`config.mk`:
```
export PLATFORM = sky130hd
export DESIGN_NAME = cmp_seq_flags
export DESIGN_NICKNAME = d
export VERILOG_FILES = /design/src/rtl/cmp_seq_flags.sv
export SDC_FILE = /design/constraint.sdc
export NUM_CORES = 1
export LEC_CHECK = 0
export BUFFER_PORTS_ARGS = -buffer_cell sky130_fd_sc_hd__clkbuf_2
export CORE_UTILIZATION = 45
export DETAILED_ROUTE_END_ITERATION = 6
export PLACE_DENSITY = 0.67
export SLEW_MARGIN = 20
export SYNTH_ARGS = -nofsm -noshare
export SYNTH_HDL_FRONTEND = slang
export SYNTH_SLANG_ARGS = --single-unit
```
`constraint.sdc`:
```
create_clock -name clk -period 3.9 [get_ports clk]
set_input_delay 0.195 -clock clk [delete_from_list [all_inputs] [get_ports clk]]
set_output_delay 0.195 -clock clk [all_outputs]
set_load 0.01 [all_outputs]
```
`src/rtl/cmp_seq_flags.sv`:
```
// Multi-cycle compare: a - b computed as a + ~b + 1, CHUNK bits per cycle, LSB first.
// Latches {n,z,c,v} at the end of the sweep and evaluates an ARM condition code on them.
module cmp_seq_flags #(
  parameter int WIDTH = 32,
  parameter int CHUNK = 8
) (
  input  logic             clk,
  input  logic             rst,
  input  logic             start,
  input  logic [WIDTH-1:0] a,
  input  logic [WIDTH-1:0] b,
  input  logic [3:0]       cond,
  output logic             busy,
  output logic             done,
  output logic [3:0]       flags,
  output logic             cond_true
);

  localparam int K = WIDTH / CHUNK;
  localparam int CNT_W = (K > 1) ? $clog2(K) : 1;
  localparam logic [CNT_W-1:0] CNT_LAST = CNT_W'(K - 1);

  typedef enum logic [1:0] {
    S_IDLE,
    S_RUN,
    S_DONE
  } state_t;

  state_t           state_q;
  logic             busy_q;
  logic             done_q;
  logic [3:0]       flags_q;
  logic [CNT_W-1:0] cnt_q;

  logic [WIDTH-1:0] a_q;
  logic [WIDTH-1:0] b_q;
  logic             a_msb_q;
  logic             b_msb_q;
  logic             carry_q;
  logic             zacc_q;

  logic [CHUNK:0]   sum_d;
  logic             zchunk_d;
  logic [3:0]       flags_d;

  function automatic logic cond_eval(input logic [3:0] cc, input logic [3:0] f);
    logic n, z, c, v;
    n = f[3];
    z = f[2];
    c = f[1];
    v = f[0];
    case (cc)
      4'd0:    cond_eval = z;
      4'd1:    cond_eval = !z;
      4'd2:    cond_eval = c;
      4'd3:    cond_eval = !c;
      4'd4:    cond_eval = n;
      4'd5:    cond_eval = !n;
      4'd6:    cond_eval = v;
      4'd7:    cond_eval = !v;
      4'd8:    cond_eval = c & !z;
      4'd9:    cond_eval = !c | z;
      4'd10:   cond_eval = (n == v);
      4'd11:   cond_eval = (n != v);
      4'd12:   cond_eval = !z & (n == v);
      4'd13:   cond_eval = z | (n != v);
      4'd14:   cond_eval = 1'b1;
      default: cond_eval = 1'b0;
    endcase
  endfunction

  // Current chunk always sits in the low bits of the operand shift registers.
  always_comb begin
    sum_d    = {1'b0, a_q[CHUNK-1:0]} + {1'b0, ~b_q[CHUNK-1:0]} + {{CHUNK{1'b0}}, carry_q};
    zchunk_d = (sum_d[CHUNK-1:0] == '0);
    flags_d  = {sum_d[CHUNK-1],
                zacc_q & zchunk_d,
                sum_d[CHUNK],
                (a_msb_q ^ b_msb_q) & (a_msb_q ^ sum_d[CHUNK-1])};
  end

  always_ff @(posedge clk) begin
    if (rst) begin
      state_q <= S_IDLE;
      busy_q  <= 1'b0;
      done_q  <= 1'b0;
      flags_q <= 4'b0000;
      cnt_q   <= '0;
    end else begin
      case (state_q)
        S_IDLE: begin
          done_q <= 1'b0;
          if (start) begin
            state_q <= S_RUN;
            busy_q  <= 1'b1;
            cnt_q   <= '0;
          end
        end
        S_RUN: begin
          if (cnt_q == CNT_LAST) begin
            state_q <= S_DONE;
            done_q  <= 1'b1;
            flags_q <= flags_d;
            cnt_q   <= '0;
          end else begin
            cnt_q <= cnt_q + CNT_W'(1);
          end
        end
        S_DONE: begin
          state_q <= S_IDLE;
          busy_q  <= 1'b0;
          done_q  <= 1'b0;
        end
        default: begin
          state_q <= S_IDLE;
          busy_q  <= 1'b0;
          done_q  <= 1'b0;
          cnt_q   <= '0;
        end
      endcase
    end
  end

  // Operand/accumulator datapath: loaded on accept, so it needs no reset.
  always_ff @(posedge clk) begin
    if (state_q == S_IDLE && start) begin
      a_q     <= a;
      b_q     <= b;
      a_msb_q <= a[WIDTH-1];
      b_msb_q <= b[WIDTH-1];
      carry_q <= 1'b1;
      zacc_q  <= 1'b1;
    end else if (state_q == S_RUN) begin
      a_q     <= a_q >> CHUNK;
      b_q     <= b_q >> CHUNK;
      carry_q <= sum_d[CHUNK];
      zacc_q  <= zacc_q & zchunk_d;
    end
  end

  assign busy      = busy_q;
  assign done      = done_q;
  assign flags     = flags_q;
  assign cond_true = cond_eval(cond, flags_q);

endmodule

```
# Word level (Yosys, flattened, before mapping)
# Index checks and enable logic that the tools add are counted.
# word_totals
register_bits,78
out_inout_bits,7
# classes
n_addsub,3
n_eq_ne,21
muxes,13
bitwise,11
reduce_logical,14
# ops
op,n
$mux W32,4
$eq A4 B4 Y1 const B,7
$eq A4 B3 Y1 const B,4
$pmux W1 S15,1
$add A8 B8 Y9,1
$add A9 B1 Y9,1
$eq A4 B2 Y1 const B,2
$logic_not A8 Y1,1
$mux W2,4
$not A8 Y8,1
$reduce_and A2 Y1,4
$pmux W2 S3,1
$and A1 B1 Y1,4
$eq A2 B2 Y1 const B,2
$eq A4 B1 Y1 const B,1
$logic_not A1 Y1,4
$logic_not A4 Y1,1
$ne A2 B2 Y1 const B,2
$pmux W2 S2,1
$add A2 B1 Y2 const B,1
$eq A2 B1 Y1 const B,1
$logic_not A2 Y1,1
$not A1 Y1,2
$or A1 B1 Y1,2
other kinds (8),9

# Depth between registers and ports, before layout
# logic_depth
word_depth,5
depth_mapped,8
mapped_depth_nobuf,8

# Worst setup path after synthesis
# No wires, ideal clock.
# synth_timing
kind,register -> register
startpoint,register state_q[0]
endpoint,register a_q[0] (enable)
arrival_time_ps,3149
required_ps,3411
path_slack_ps,262
path_stages_with_launch,3
cell_sequence,dfxtp_1 nor2_1 nor2_1
# synth_between
elab_chain_cells,3
word_cells_on_any_way,4
# synth_rtl
element,line_no,source
start: declaration,29,state_t state_q;
start signal: assignment,84,state_q <= S_IDLE;
start signal: assignment,94,state_q <= S_RUN;
start signal: assignment,101,state_q <= S_DONE;
$logic_not A2 Y1,126,if (state_q == S_IDLE && start) begin
$logic_and A1 B1 Y1,126,
$reduce_bool A2 Y1 (no source line) (*),--,
end signal: assignment,134,a_q <= a_q >> CHUNK;
end: declaration,35,logic [WIDTH-1:0] a_q;
# Every way passes the cells marked *; elsewhere a longest branch is shown, timed or not.
# A chain may end at the register's enable or synchronous reset.

# Worst setup path after layout
# layout_timing
startpoint,register b_q[0]
endpoint,"register flags_q[2], in the netlist flags[2]"
# layout_between
elab_chain_cells,5
# layout_rtl
element,line_no,source
start: declaration,36,logic [WIDTH-1:0] b_q;
start signal: assignment,135,b_q <= b_q >> CHUNK;
$not A8 Y8,74,"sum_d = {1'b0, a_q[CHUNK-1:0]} + {1'b0, ~b_q[CHUNK-1:0]} + {{CHUNK{1'b0}}, carry_q};"
$add A8 B8 Y9,74,
$add A9 B1 Y9,74,
$logic_not A8 Y1,75,zchunk_d = (sum_d[CHUNK-1:0] == '0);
$and A1 B1 Y1,77,"zacc_q & zchunk_d,"
end signal: assignment,103,flags_q <= flags_d;
end: declaration,32,logic [3:0] flags_q;
# No other way between the ends.

==> impl_metrics.ini <==
[clock_network]
cts_setup_buffers = 0
cts_tree = done
htree_levels = 3
clk_latency_ns = 0.34
cts_resized = 0
cts.sinks = 78
cts_buffers = 9
path_clk_slew_ns = 0.07
cts_hold_buffers = 0
root_buffer = clkbuf_8
cts_buffer_depth = 2

[critical_path]
required_ns = 4.15
critPathLaunchType = flop
critPathKind = flop to flop
crit_path_end_kind = flop
r2r_slack_ns = 1.59
arrival_ns = 2.56
cp_max_fo = 3

[sta]
rsz0062_at_grt = false
relSlewSlack_pct = 45.2
final_hold_viol_count = 0
fmaxAchievable_mhz = 432
setup_tns_ns = 0
worst_slew_pin_slew_ns = 0.822
finalCritPeriodShare_pct = 59.3
finClkSkew_ns = 0.00624
slew_viol_final = 0
setup_viol = 0
fin_crit_ns = 2.31

[die]
num_rows = 32
initial_utilization_pct = 47.3
die_w_um = 93.1
dieArea_um2 = 8660
io_pins = 78
coreArea_um2 = 7890
fp.dieH_um = 93.1

[cells_and_area]
fin_util_pct = 56.1
mostFrequentLayoutCells = 77 x clkbuf_2, 66 x edfxtp_1, 30 x mux2_2, 19 x mux2_1
final_common_cell = clkbuf_2
drive_above_1_share_pct = 37.5
diodes = 0
regArea_um2 = 2220
syn2layout_area_growth_pct = 18.5
multi_input_area_um2 = 1420
fin_nets = 436
fillCellCount = 692

[flow_run]
cap_violations = 0

[detailed_routing]
ant_nets = 0
avgViaCountPerCell = 5.10
initialDrtViolationCount = 78
drt_pass1_iterations = 4
drc_errors = 0
wl_per_cell_um = 14.2
via_count = 2356
routed_wl_um = 6550

[placement]
routabilityCongestion = 0.797
dp_hpwl_um = 4720
port_buffers = 77

[synth]
synth_fp_nets = 351
synth-edff-count = 66
synth.avg_cell_area_um2 = 13.8
synth_cell_type_count = 48
syn-cell-area_um2 = 3730
ys_async_sr_fraction_pct = 0
yosysSeqAreaShare_pct = 59.5
synthFlopType = edfxtp_1
synth.ff_latch_count = 78
synth_cells = 270
ys.warnings.count = 0

[global_routing]
grt_overflow = 0
grt_start_max_net_pins = 41
grt_usage_pct = 16.8
antenna_found_initial = 0
grt_pass1_vias = 2447
grt_pass1_wl_um = 11000

[min_path]
hp-class = primary input to flop

[power]
p_per_area_nw_per_um2 = 427
peakVddDrop_mv = 0.269
leakagePower_nw = 1.82

[status]
status = completed
-- final timing paths --
path	start	endpoint	cells after the start
worst min-delay path	b[31]	b_msb_q$_DFFE_PP_	1
worst max-delay path	b_q[0]$_DFFE_PP_	flags[2]$_SDFFE_PP0P_	7
worst min register to register	busy$_SDFFE_PP0P_	busy$_SDFFE_PP0P_	2
worst max register to register	b_q[0]$_DFFE_PP_	flags[2]$_SDFFE_PP0P_	7
-- critical path: stages, from the launching register on --
cell	delay, ns
edfxtp_1	0.41
fa_1	0.45
fa_1	0.40
nand2b_1	0.19
a21oi_1	0.18
o31a_1	0.16
o2111ai_1	0.17
o41ai_2	0.29
-- report_power, final --
part           switching (W)  internal (W)  leakage, nW  total (W)
Combinational       0.000179      0.000174        0.964   0.000353
Sequential         0.0000259       0.00101        0.779    0.00103
Clock               0.000279      0.000226       0.0805   0.000505
Total               0.000483       0.00140         1.82    0.00189
-- final cells by class --
class / count / share of cell area, %
clock buffers: 11 / 2.97
repair buffers: 82 / 10.0
multi-input cells: 169 / 32.0
well taps: 102 / 2.89
flip-flops and latches: 78 / 50.2
inverters: 15 / 1.27
clock inverters: 5 / 0.594
-- through the flow --
stage          total power [W]  instance area [µm²]  setup WS, ns  std cells  hold WS (ns)
2_1_floorplan          0.00130                 3730         0.262        270         0.294
4_1_cts                0.00190                 4400          1.57        461        0.0270
3_3_place_gp           0.00139                 4240          1.65        445         0.402
6_report               0.00189                 4420          1.59        462        0.0435
5_1_grt                0.00198                 4420          1.40        462        0.0338
3_5_place_dp           0.00140                 4240          1.59        445         0.392
-- flip-flops by register name, indices dropped and copies added (netlist names) --
name	cells
zacc_q	1
b_msb_q	1
a_q	32
carry_q	1
b_q	32
done	1
state_q	2
busy	1
a_msb_q	1
cnt_q	2
flags	4
-- Yosys cell counts (4+ instances only) --
library cell  number  area (µm²)
a21oi_1            9        45.0
and2_1            17         106
buf_4              4        30.0
dfxtp_1           12         240
edfxtp_1          66        1980
ha_1               8         100
inv_1             15        56.3
mux2_1            19         214
mux2_2            30         338
nand2_1            5        18.8
nand2b_1           4        25.0
nor2_1            18        67.6
o21ai_0            5        25.0
xnor2_1            5        43.8
-- cell families (layout without fill, tap and decap cells) --
group / count (synthesis) / in the layout / synth area share, %
flip-flops: 78 / 78 / 59.5
AND/OR/NAND/NOR: 65 / 65 / 9.75
multiplexers: 52 / 52 / 15.6
AO/OA/AOI/OAI: 37 / 37 / 7.44
buffers and inverters: 23 / 113 / 2.78
adder cells (fa/ha/maj): 10 / 10 / 3.75
XOR/XNOR: 5 / 5 / 1.17
-- metal layers --
| layer | up-vias | GRT usage, % | wire, µm |
|---|---|---|---|
| li1 | 1169 | - | - |
| met1 | 1116 | 20.2 | 2840 |
| met2 | 61 | 28.3 | 3280 |
| met3 | 10 | 3.90 | 322 |
| met4 | 0 | 8.21 | 114 |
| met5 | - | 0 | 0 |
Power figures use the tool's default switching activity.
